## src/rtl/lr35902_irq_pkg.sv

```systemverilog
// Shared constants for the LR35902 interrupt controller: source indices,
// vector layout and the IF read-back filler bits.
package lr35902_irq_pkg;

    localparam int NUM_IRQ = 5;

    localparam int IRQ_VBLANK = 0;
    localparam int IRQ_STAT   = 1;
    localparam int IRQ_TIMER  = 2;
    localparam int IRQ_SERIAL = 3;
    localparam int IRQ_JOYPAD = 4;

    localparam logic [7:0] IRQ_VEC_BASE   = 8'h40;
    localparam int         IRQ_VEC_STRIDE = 8;

    localparam logic [2:0] IF_UNUSED = 3'b111;

    function automatic logic [7:0] irq_vector(input int n);
        return IRQ_VEC_BASE + 8'(n * IRQ_VEC_STRIDE);
    endfunction

endpackage

```

## src/rtl/lr35902_irq_prio.sv

```systemverilog
// Fixed-priority encoder: bit 0 wins. Produces the service vector and the
// one-hot of the chosen source so the same selection can drive the ack clear.
module lr35902_irq_prio
    import lr35902_irq_pkg::*;
(
    input  logic [NUM_IRQ-1:0] pending_i,
    output logic               valid_o,
    output logic [7:0]         vec_o,
    output logic [NUM_IRQ-1:0] onehot_o
);

    always_comb begin
        valid_o  = 1'b0;
        vec_o    = 8'h00;
        onehot_o = '0;
        // Walk from lowest priority upward so the last hit is the winner.
        for (int i = NUM_IRQ - 1; i >= 0; i--) begin
            if (pending_i[i]) begin
                valid_o     = 1'b1;
                vec_o       = irq_vector(i);
                onehot_o    = '0;
                onehot_o[i] = 1'b1;
            end
        end
    end

endmodule

```

## src/rtl/lr35902_irq_ctrl.sv

```systemverilog
// LR35902 interrupt controller: IF/IE registers, edge-detected request capture
// and vectored CPU request/ack. Define LR35902_IRQ_SYNC_EN to double-flop irq_in.
module lr35902_irq_ctrl
    import lr35902_irq_pkg::*;
(
    input  logic               clk,
    input  logic               reset,
    output logic [7:0]         dout,
    input  logic [7:0]         din,
    input  logic               adr,
    input  logic               write,
    input  logic [NUM_IRQ-1:0] irq_in,
    input  logic               int_ack,
    output logic               int_req,
    output logic [7:0]         int_vec
);

    logic [NUM_IRQ-1:0] if_q, if_d;
    logic [7:0]         ie_q, ie_d;
    logic [NUM_IRQ-1:0] irq_prev_q;
    logic               pwrite_q;
    logic               pack_q;
    logic [7:0]         dout_q, dout_d;
    logic               int_req_q;
    logic [7:0]         int_vec_q;
    logic [NUM_IRQ-1:0] sel_onehot_q;

    logic [NUM_IRQ-1:0] irq_s;
    logic [NUM_IRQ-1:0] set_mask;
    logic [NUM_IRQ-1:0] ack_mask;
    logic               wr_commit;
    logic               ack_edge;
    logic               prio_valid;
    logic [7:0]         prio_vec;
    logic [NUM_IRQ-1:0] prio_onehot;

`ifdef LR35902_IRQ_SYNC_EN
    logic [NUM_IRQ-1:0] sync1_q, sync2_q;

    always_ff @(posedge clk or posedge reset) begin
        if (reset) begin
            sync1_q <= '0;
            sync2_q <= '0;
        end else begin
            sync1_q <= irq_in;
            sync2_q <= sync1_q;
        end
    end

    assign irq_s = sync2_q;
`else
    assign irq_s = irq_in;
`endif

    assign set_mask  = irq_s & ~irq_prev_q;
    assign wr_commit = pwrite_q & ~write;
    assign ack_edge  = int_ack & ~pack_q;
    // The clear targets the source named by the vector the CPU is looking at.
    assign ack_mask  = ack_edge ? sel_onehot_q : '0;

    lr35902_irq_prio u_prio (
        .pending_i (if_q & ie_q[NUM_IRQ-1:0]),
        .valid_o   (prio_valid),
        .vec_o     (prio_vec),
        .onehot_o  (prio_onehot)
    );

    always_comb begin
        if_d = if_q;
        ie_d = ie_q;
        if (wr_commit && adr == 1'b0) begin
            if_d = din[NUM_IRQ-1:0];
        end
        if (wr_commit && adr == 1'b1) begin
            ie_d = din;
        end
        // New edges are OR-ed last so neither ack nor a bus write can drop them.
        if_d = (if_d & ~ack_mask) | set_mask;
        dout_d = adr ? ie_q : {IF_UNUSED, if_q};
    end

    always_ff @(posedge clk or posedge reset) begin
        if (reset) begin
            if_q         <= '0;
            ie_q         <= 8'h00;
            irq_prev_q   <= '0;
            pwrite_q     <= 1'b0;
            pack_q       <= 1'b0;
            dout_q       <= 8'h00;
            int_req_q    <= 1'b0;
            int_vec_q    <= 8'h00;
            sel_onehot_q <= '0;
        end else begin
            if_q         <= if_d;
            ie_q         <= ie_d;
            irq_prev_q   <= irq_s;
            pwrite_q     <= write;
            pack_q       <= int_ack;
            dout_q       <= dout_d;
            int_req_q    <= prio_valid;
            int_vec_q    <= prio_vec;
            sel_onehot_q <= prio_onehot;
        end
    end

    assign dout    = dout_q;
    assign int_req = int_req_q;
    assign int_vec = int_vec_q;

endmodule

```

## config.mk

```make
export PLATFORM = sky130hd
export DESIGN_NAME = lr35902_irq_ctrl
export DESIGN_NICKNAME = d
export VERILOG_FILES = /design/src/rtl/lr35902_irq_pkg.sv /design/src/rtl/lr35902_irq_prio.sv /design/src/rtl/lr35902_irq_ctrl.sv
export SDC_FILE = /design/constraint.sdc
export NUM_CORES = 1
export LEC_CHECK = 0
export ABC_AREA = 1
export CAP_MARGIN = 0
export CORE_ASPECT_RATIO = 0.75
export CORE_MARGIN = 4
export CORE_UTILIZATION = 35
export CTS_CLUSTER_SIZE = 16
export DETAILED_ROUTE_END_ITERATION = 7
export GPL_TIMING_DRIVEN = 0
export HOLD_SLACK_MARGIN = 0.03
export PLACE_DENSITY_LB_ADDON = 0.08
export SLEW_MARGIN = 5
export SYNTH_ARGS = -nofsm -noshare
export SYNTH_HDL_FRONTEND = slang
export SYNTH_HIERARCHICAL = 1
export SYNTH_SLANG_ARGS = --single-unit
```

## constraint.sdc

```tcl
create_clock -name clk -period 1.9 [get_ports clk]
set_input_delay 0.19 -clock clk [delete_from_list [all_inputs] [get_ports clk]]
set_output_delay 0.19 -clock clk [all_outputs]
set_load 0.02 [all_outputs]
```

==> reports/qor.csv, run 1 <==
stage,metric,value,unit
status,outcome,completed,
die,core area,4490,um2
setup_path,crit start category,register,
pwr,Total Power,0.00219,W
die,Die Ht,67.1,um
hold_path,HP Class,input pin to asynchronous set/reset pin,
placed_design,Port Buffers,34,
global_routing,overflow left after global routing,0,
setup_path,family with the most delay on the worst path,buffers and inverters,
sta,Slew Limit Fails,0,
setup_path,crit path DAT,1.22,ns
final_layout,"commonest cells after routing, fill and taps aside","nand2_1 (42), dfrtp_1 (42), clkdlybuf4s50_1 (34), inv_1 (29)",
setup_path,"Max FO, Critical Path",1,
clocking,Worst-Skew Late Latency,0.29,ns
sta,Final TNS setup,0,ns
final_layout,Filler cells,426,
sta,final hold viol count,0,
global_routing,first-pass GRT wire length,5150,um
die,Top Ports,35,
detailed_routing,"wirelength, routed",2980,um
clocking,Post-CTS Hold Buffers,0,
sta,Hold Slack,0.181,ns
pwr,Sequential Power Share,48.2,%
clocking,CTS Root Cell,clkbuf_8,
sta,Final period util,74.5,%
pwr,pwr dens,1000,nW/um2
yosys,Synth Instances,162,
setup_path,worst reg2reg path depth,4,
pwr,Int Pwr,0.00162,W
pwr,part of the power in combinational logic,20.7,%
yosys,"Avg Cell Area, Syn",10.1,um2
detailed_routing,drt pass-1 iters,4,
yosys,top-area cell type share of the netlist area,64.4,%
yosys,count of different cell masters after synthesis,18,
global_routing,pin count of the biggest net entering global routing,28,
sta,Max Freq,707,MHz
setup_path,"Cell Chain, Critical Path",clkdlybuf4s50_1,
die,Initial Utilization,36.3,%
pwr,switching share of power,26.1,%
clocking,clock sinks,42,
die,Core Rows,21,
detailed_routing,via count,1110,
placed_design,Placer Congestion,0.757,
yosys,Yosys warnings,6,
sta,post-route minimum period,1.41,ns
clocking,post_cts resized,0,
yosys,Mapped Area,1630,um2
detailed_routing,DR vias/cell,4.19,
final_layout,# nets final,225,
setup_path,largest stage delay on the critical path,0.60,ns
detailed_routing,Final ANT Viol Nets,0,
setup_path,crit path kind,register to output port,
final_layout,layout cells sized above 1,14.9,%
yosys,sequential area share after synthesis,64.4,%
clocking,Longest Clk Path Bufs,2,
setup_path,WP buf/inv,1,
die,Die Area,5830,um2
placed_design,pre-CTS worst setup slack,0.360,ns
job,Max Cap Viol,0,
clocking,H-Tree Depth,2,
pwr,Psw,0.000572,W
clocking,CTS clock-pin slew for the worst setup and hold paths,0.08,ns
pwr,Clock Power Share,31.1,%
placed_design,detailed placer's ending HPWL,2270,um
yosys,"top cells by area, synth","dfrtp_1 (64%), nand2_1 (9.7%), inv_1 (6.9%)",
sta,unrepaired setup endpoints after global routing,no,
sta,# setup viols final,0,
global_routing,vias in the first global route,1110,
pwr,Leakage Power,1.10,nW
yosys,cell taking the most area after synthesis,dfrtp_1,
detailed_routing,DRC viols,0,
clocking,CTS buffer count,5,
final_layout,Area Overhead vs Synth,33.7,%
detailed_routing,Routed WL per cell,11.3,um
pwr,worst vdd ir,0.426,mV
final_layout,diode count,0,
setup_path,WP depth,1,
clocking,CTS tree,built,
global_routing,Total GRT Usage,11.8,%
setup_path,Critical Path RT,1.71,ns
detailed_routing,initial DRC count,49,
clocking,setup bufs post-CTS,0,
setup_path,Crit. End Element,output port,
global_routing,initial antenna violation count,0,
sta,Fin Clk Skew,0.0114,ns
die,Die X,86.8,um
yosys,Synth Register Bits,42,
setup_path,CP max stage cell,clkdlybuf4s50_1,
sta,setup ws final,0.485,ns
-- state kept, by name (all words and copies together), names as in the netlist --
signal	count
pwrite_q	1
int_req	1
pack_q	1
irq_prev_q	5
dout	8
ie_q	8
sel_onehot_q	5
if_q	5
int_vec	8
-- synthesized netlist by cell type --
library cell,number
nand2_1,42
conb_1,1
o21ai_0,5
inv_1,30
nor2_2,2
nand4_1,5
nand3b_1,1
dfrtp_1,42
a21oi_2,1
buf_6,1
or2_2,2
nand3_1,7
nand3_4,1
inv_2,1
o21ai_2,7
nor2_1,6
buf_2,1
buf_4,7
-- logic make-up (layout without fill, tap and decap cells) --
group / count (synthesis) / count (layout) / share of synthesized area [%]
AO/OA/AOI/OAI: 13 / 13 / 5.83
buffers and inverters: 40 / 83 / 11.3
flip-flops: 42 / 42 / 64.4
other: 1 / 4 / 0.230
AND/OR/NAND/NOR: 66 / 66 / 18.2
-- path summary, 6_finish.rpt --
kind,from,endpoint,slack [ns]
setup / recovery,int_vec[1],int_vec[1],0.49
max in group asynchronous,reset,dout[3],1.25
hold reg to reg,ie_q[5],dout[5],0.46
min in group clk,irq_in[0],irq_prev_q[0],0.36
setup reg to reg,pwrite_q,if_q[3],0.78
hold / removal,reset,dout[0],0.18
-- power by group through the flow --
stage / Combinational, W / Sequential [W] / Clock (W)
global route: 0.000506 / 0.00107 / 0.000747
CTS: 0.000462 / 0.00106 / 0.000702
detailed placement: 0.000460 / 0.00108 / 0
finish: 0.000453 / 0.00106 / 0.000681
global placement: 0.000452 / 0.00107 / 0
floorplan: 0.000201 / 0.00114 / 0
-- layer usage --
layer  GRT usage, %  up-vias  share of wire (%)
met3           4.15        3                6.2
met4           5.64        0               0.70
met1           15.7      516                 49
met2           17.2       24                 44
li1               -      567                  -
met5              0        -                  0
-- final cells by class --
cell class,count,area [um2],share of cell area [%]
multi-input cells,83,407,18.6
clock inverters,1,30.0,1.38
clock buffers,7,76.3,3.50
flip-flops and latches,42,1050,48.2
repair buffers,35,360,16.5
well taps,57,71.3,3.27
inverters,31,116,5.34
plain buffers,9,68.8,3.16
-- stage by stage --
| step | cell area (um2) | std cells | util [%] |
|---|---|---|---|
| after floorplan | 1640 | 165 | - |
| after global placement | 2050 | 256 | 45.7 |
| after detailed placement | 2070 | 257 | 46.2 |
| after CTS | 2180 | 265 | 48.5 |
| after global routing | 2180 | 265 | 48.5 |
| final | 2180 | 265 | 48.5 |
Power figures use the tool's default switching activity.
==> inputs of run 2 (changes only) <==
- clock period: 1.9 -> 1.2 ns (I/O delays scaled with it)
==> run 2 against run 1 <==
  * Total power up 55%
  * Via count about the same
  * Register-to-register slack worse by 0.69 ns
  * Global-route usage about the same
  * Cell count unchanged
  * Cell area down 0.98%
  * First-iteration DRC count up 33%
  * Core utilization down 0.47 points
  * Wire length down 0.50%
  * Critical path depth up 3
  * Sequential share of layout area up 0.47 points
  * Highest routed layer unchanged
==> reports/qor.csv, run 2 (synthesis results as in run 1) <==
stage,metric,value,unit,change
pwr,Total Power,0.00340,W,+55%
job,Max Cap Viol,0,,unchanged
placed_design,Placer Congestion,0.757,,unchanged
clocking,Longest Clk Path Bufs,2,,unchanged
setup_path,Crit. End Element,register,,
hold_path,HP Class,input pin to asynchronous set/reset pin,,
die,Core Rows,21,,unchanged
detailed_routing,initial DRC count,65,,+33%
sta,setup ws final,0.0890,ns,-0.396 ns
clocking,CTS buffer count,5,,unchanged
pwr,worst vdd ir,0.678,mV,+59%
sta,Hold Slack,0.110,ns,-0.0709 ns
clocking,clock sinks,42,,unchanged
global_routing,overflow left after global routing,0,,unchanged
sta,unrepaired setup endpoints after global routing,no,,
setup_path,crit start category,register,,
final_layout,Final Non-Filler Cells,265,,unchanged
placed_design,pre-CTS worst setup slack,-0.270,ns,-0.630 ns
die,Die Ht,67.1,um,unchanged
setup_path,crit path DAT,1.33,ns,+0.11 ns
pwr,Leakage Power,1.12,nW,+1.7%
final_layout,"commonest cells after routing, fill and taps aside","nand2_1 (42), dfrtp_1 (42), inv_1 (28), clkdlybuf4s50_1 (17), dlygate4sd2_1 (17)",,
global_routing,initial antenna violation count,0,,unchanged
clocking,Post-CTS Hold Buffers,0,,unchanged
status,outcome,completed,,
global_routing,pin count of the biggest net entering global routing,28,,unchanged
placed_design,detailed placer's ending HPWL,2270,um,unchanged
detailed_routing,Final ANT Viol Nets,0,,unchanged
sta,Slew Limit Fails,0,,unchanged
clocking,Worst-Skew Late Latency,0.29,ns,about the same
detailed_routing,Routed WL per cell,11.2,um,-0.50%
setup_path,"Max FO, Critical Path",7,,+6
die,Top Ports,35,,unchanged
placed_design,placed cell count,257,,unchanged
clocking,CTS tree,built,,
clocking,H-Tree Depth,2,,unchanged
global_routing,vias in the first global route,1110,,unchanged
pwr,pwr dens,1580,nW/um2,+57%
detailed_routing,DRC viols,0,,unchanged
setup_path,crit path kind,register to register,,
detailed_routing,DR vias/cell,4.19,,about the same
die,Die Area,5830,um2,unchanged
final_layout,layout cells sized above 1,15.4,%,+0.48 points
sta,post-route minimum period,1.11,ns,
setup_path,Critical Path RT,1.42,ns,-0.29 ns
clocking,setup bufs post-CTS,0,,unchanged
final_layout,Area Overhead vs Synth,32.4,%,
sta,final hold viol count,0,,unchanged
sta,Fin Clk Skew,0.0121,ns,+0.000716 ns
clocking,CTS Root Cell,clkbuf_8,,
sta,Max Freq,900,MHz,
clocking,CTS clock-pin slew for the worst setup and hold paths,0.08,ns,about the same
final_layout,# nets final,225,,unchanged
die,core area,4490,um2,unchanged
sta,Final period util,92.6,%,
final_layout,diode count,0,,unchanged
placed_design,Port Buffers,34,,unchanged
sta,# setup viols final,0,,unchanged
global_routing,first-pass GRT wire length,5170,um,+0.27%
die,Initial Utilization,36.3,%,unchanged
detailed_routing,via count,1111,,+0.090%
detailed_routing,"wirelength, routed",2970,um,-0.50%
die,Die X,86.8,um,unchanged
detailed_routing,drt pass-1 iters,4,,unchanged
global_routing,Total GRT Usage,11.8,%,+0.026 points
==> run 2: worst paths after layout <==
| path | from | endpoint | slack, ns | cells past startpoint |
|---|---|---|---|---|
| worst min-delay path | reset | dout[0] | 0.11 | 2 |
| worst min register to register | ie_q[5] | dout[5] | 0.46 | 2 |
| worst max register to register | pwrite_q | if_q[3] | 0.09 | 4 |
| worst max-delay path | pwrite_q | if_q[3] | 0.09 | 4 |
| max in group asynchronous | reset | dout[3] | 0.62 | 3 |
| min in group clk | irq_in[0] | irq_prev_q[0] | 0.29 | 1 |
==> run 2: per-layer routing <==
layer / global-route usage (%) / wire length, um / up-vias
li1: - / - / 568
met1: 15.8 / 1460 / 514
met2: 17.2 / 1300 / 26
met3: 4.15 / 189 / 3
met4: 5.64 / 21 / 0
met5: 0 / 0 / -
==> run 2: repair_timing <==
action,4_1_cts,5_1_grt
setup endpoints to repair,17,5
pin swaps,0,0
resized for setup,17,1
==> run 2: layout make-up <==
cell class              instances  area [um2]
inverters                      31         116
clock buffers                   7        76.3
fillers                       428        2330
clock inverters                 1        30.0
flip-flops and latches         42        1050
multi-input cells              83         407
plain buffers                   9        68.8
well taps                      57        71.3
repair buffers                 35         339
==> run 2: report_power, final <==
group | total [W] | switching [W] | internal (W)
sequential | 0.00167 | 0.0000680 | 0.00160
combinational | 0.000657 | 0.000377 | 0.000280
clock | 0.00108 | 0.000455 | 0.000623
==> run 2: stage by stage <==
| step | TNS [ns] | instance area (um2) | utilization [%] |
|---|---|---|---|
| floorplan | 0 | 1640 | - |
| global placement | -35.43 | 2050 | 45.7 |
| detailed placement | -2.59 | 2070 | 46.2 |
| CTS | 0 | 2160 | 48.1 |
| global route | 0 | 2160 | 48.1 |
| finish | 0 | 2160 | 48.1 |
==> run 2: critical path: stages (launching register included) <==
cell and delay, ns:
dfrtp_1 0.51, nand3_1 0.26, nand2_1 0.12, nand3_1 0.09
nand2_1 0.06
==> inputs of run 3 (changes only) <==
- HOLD_SLACK_MARGIN: 0.03 -> 0.12
==> results of run 3 <==
Final layout, timing and power as in run 2 (identical DEF).
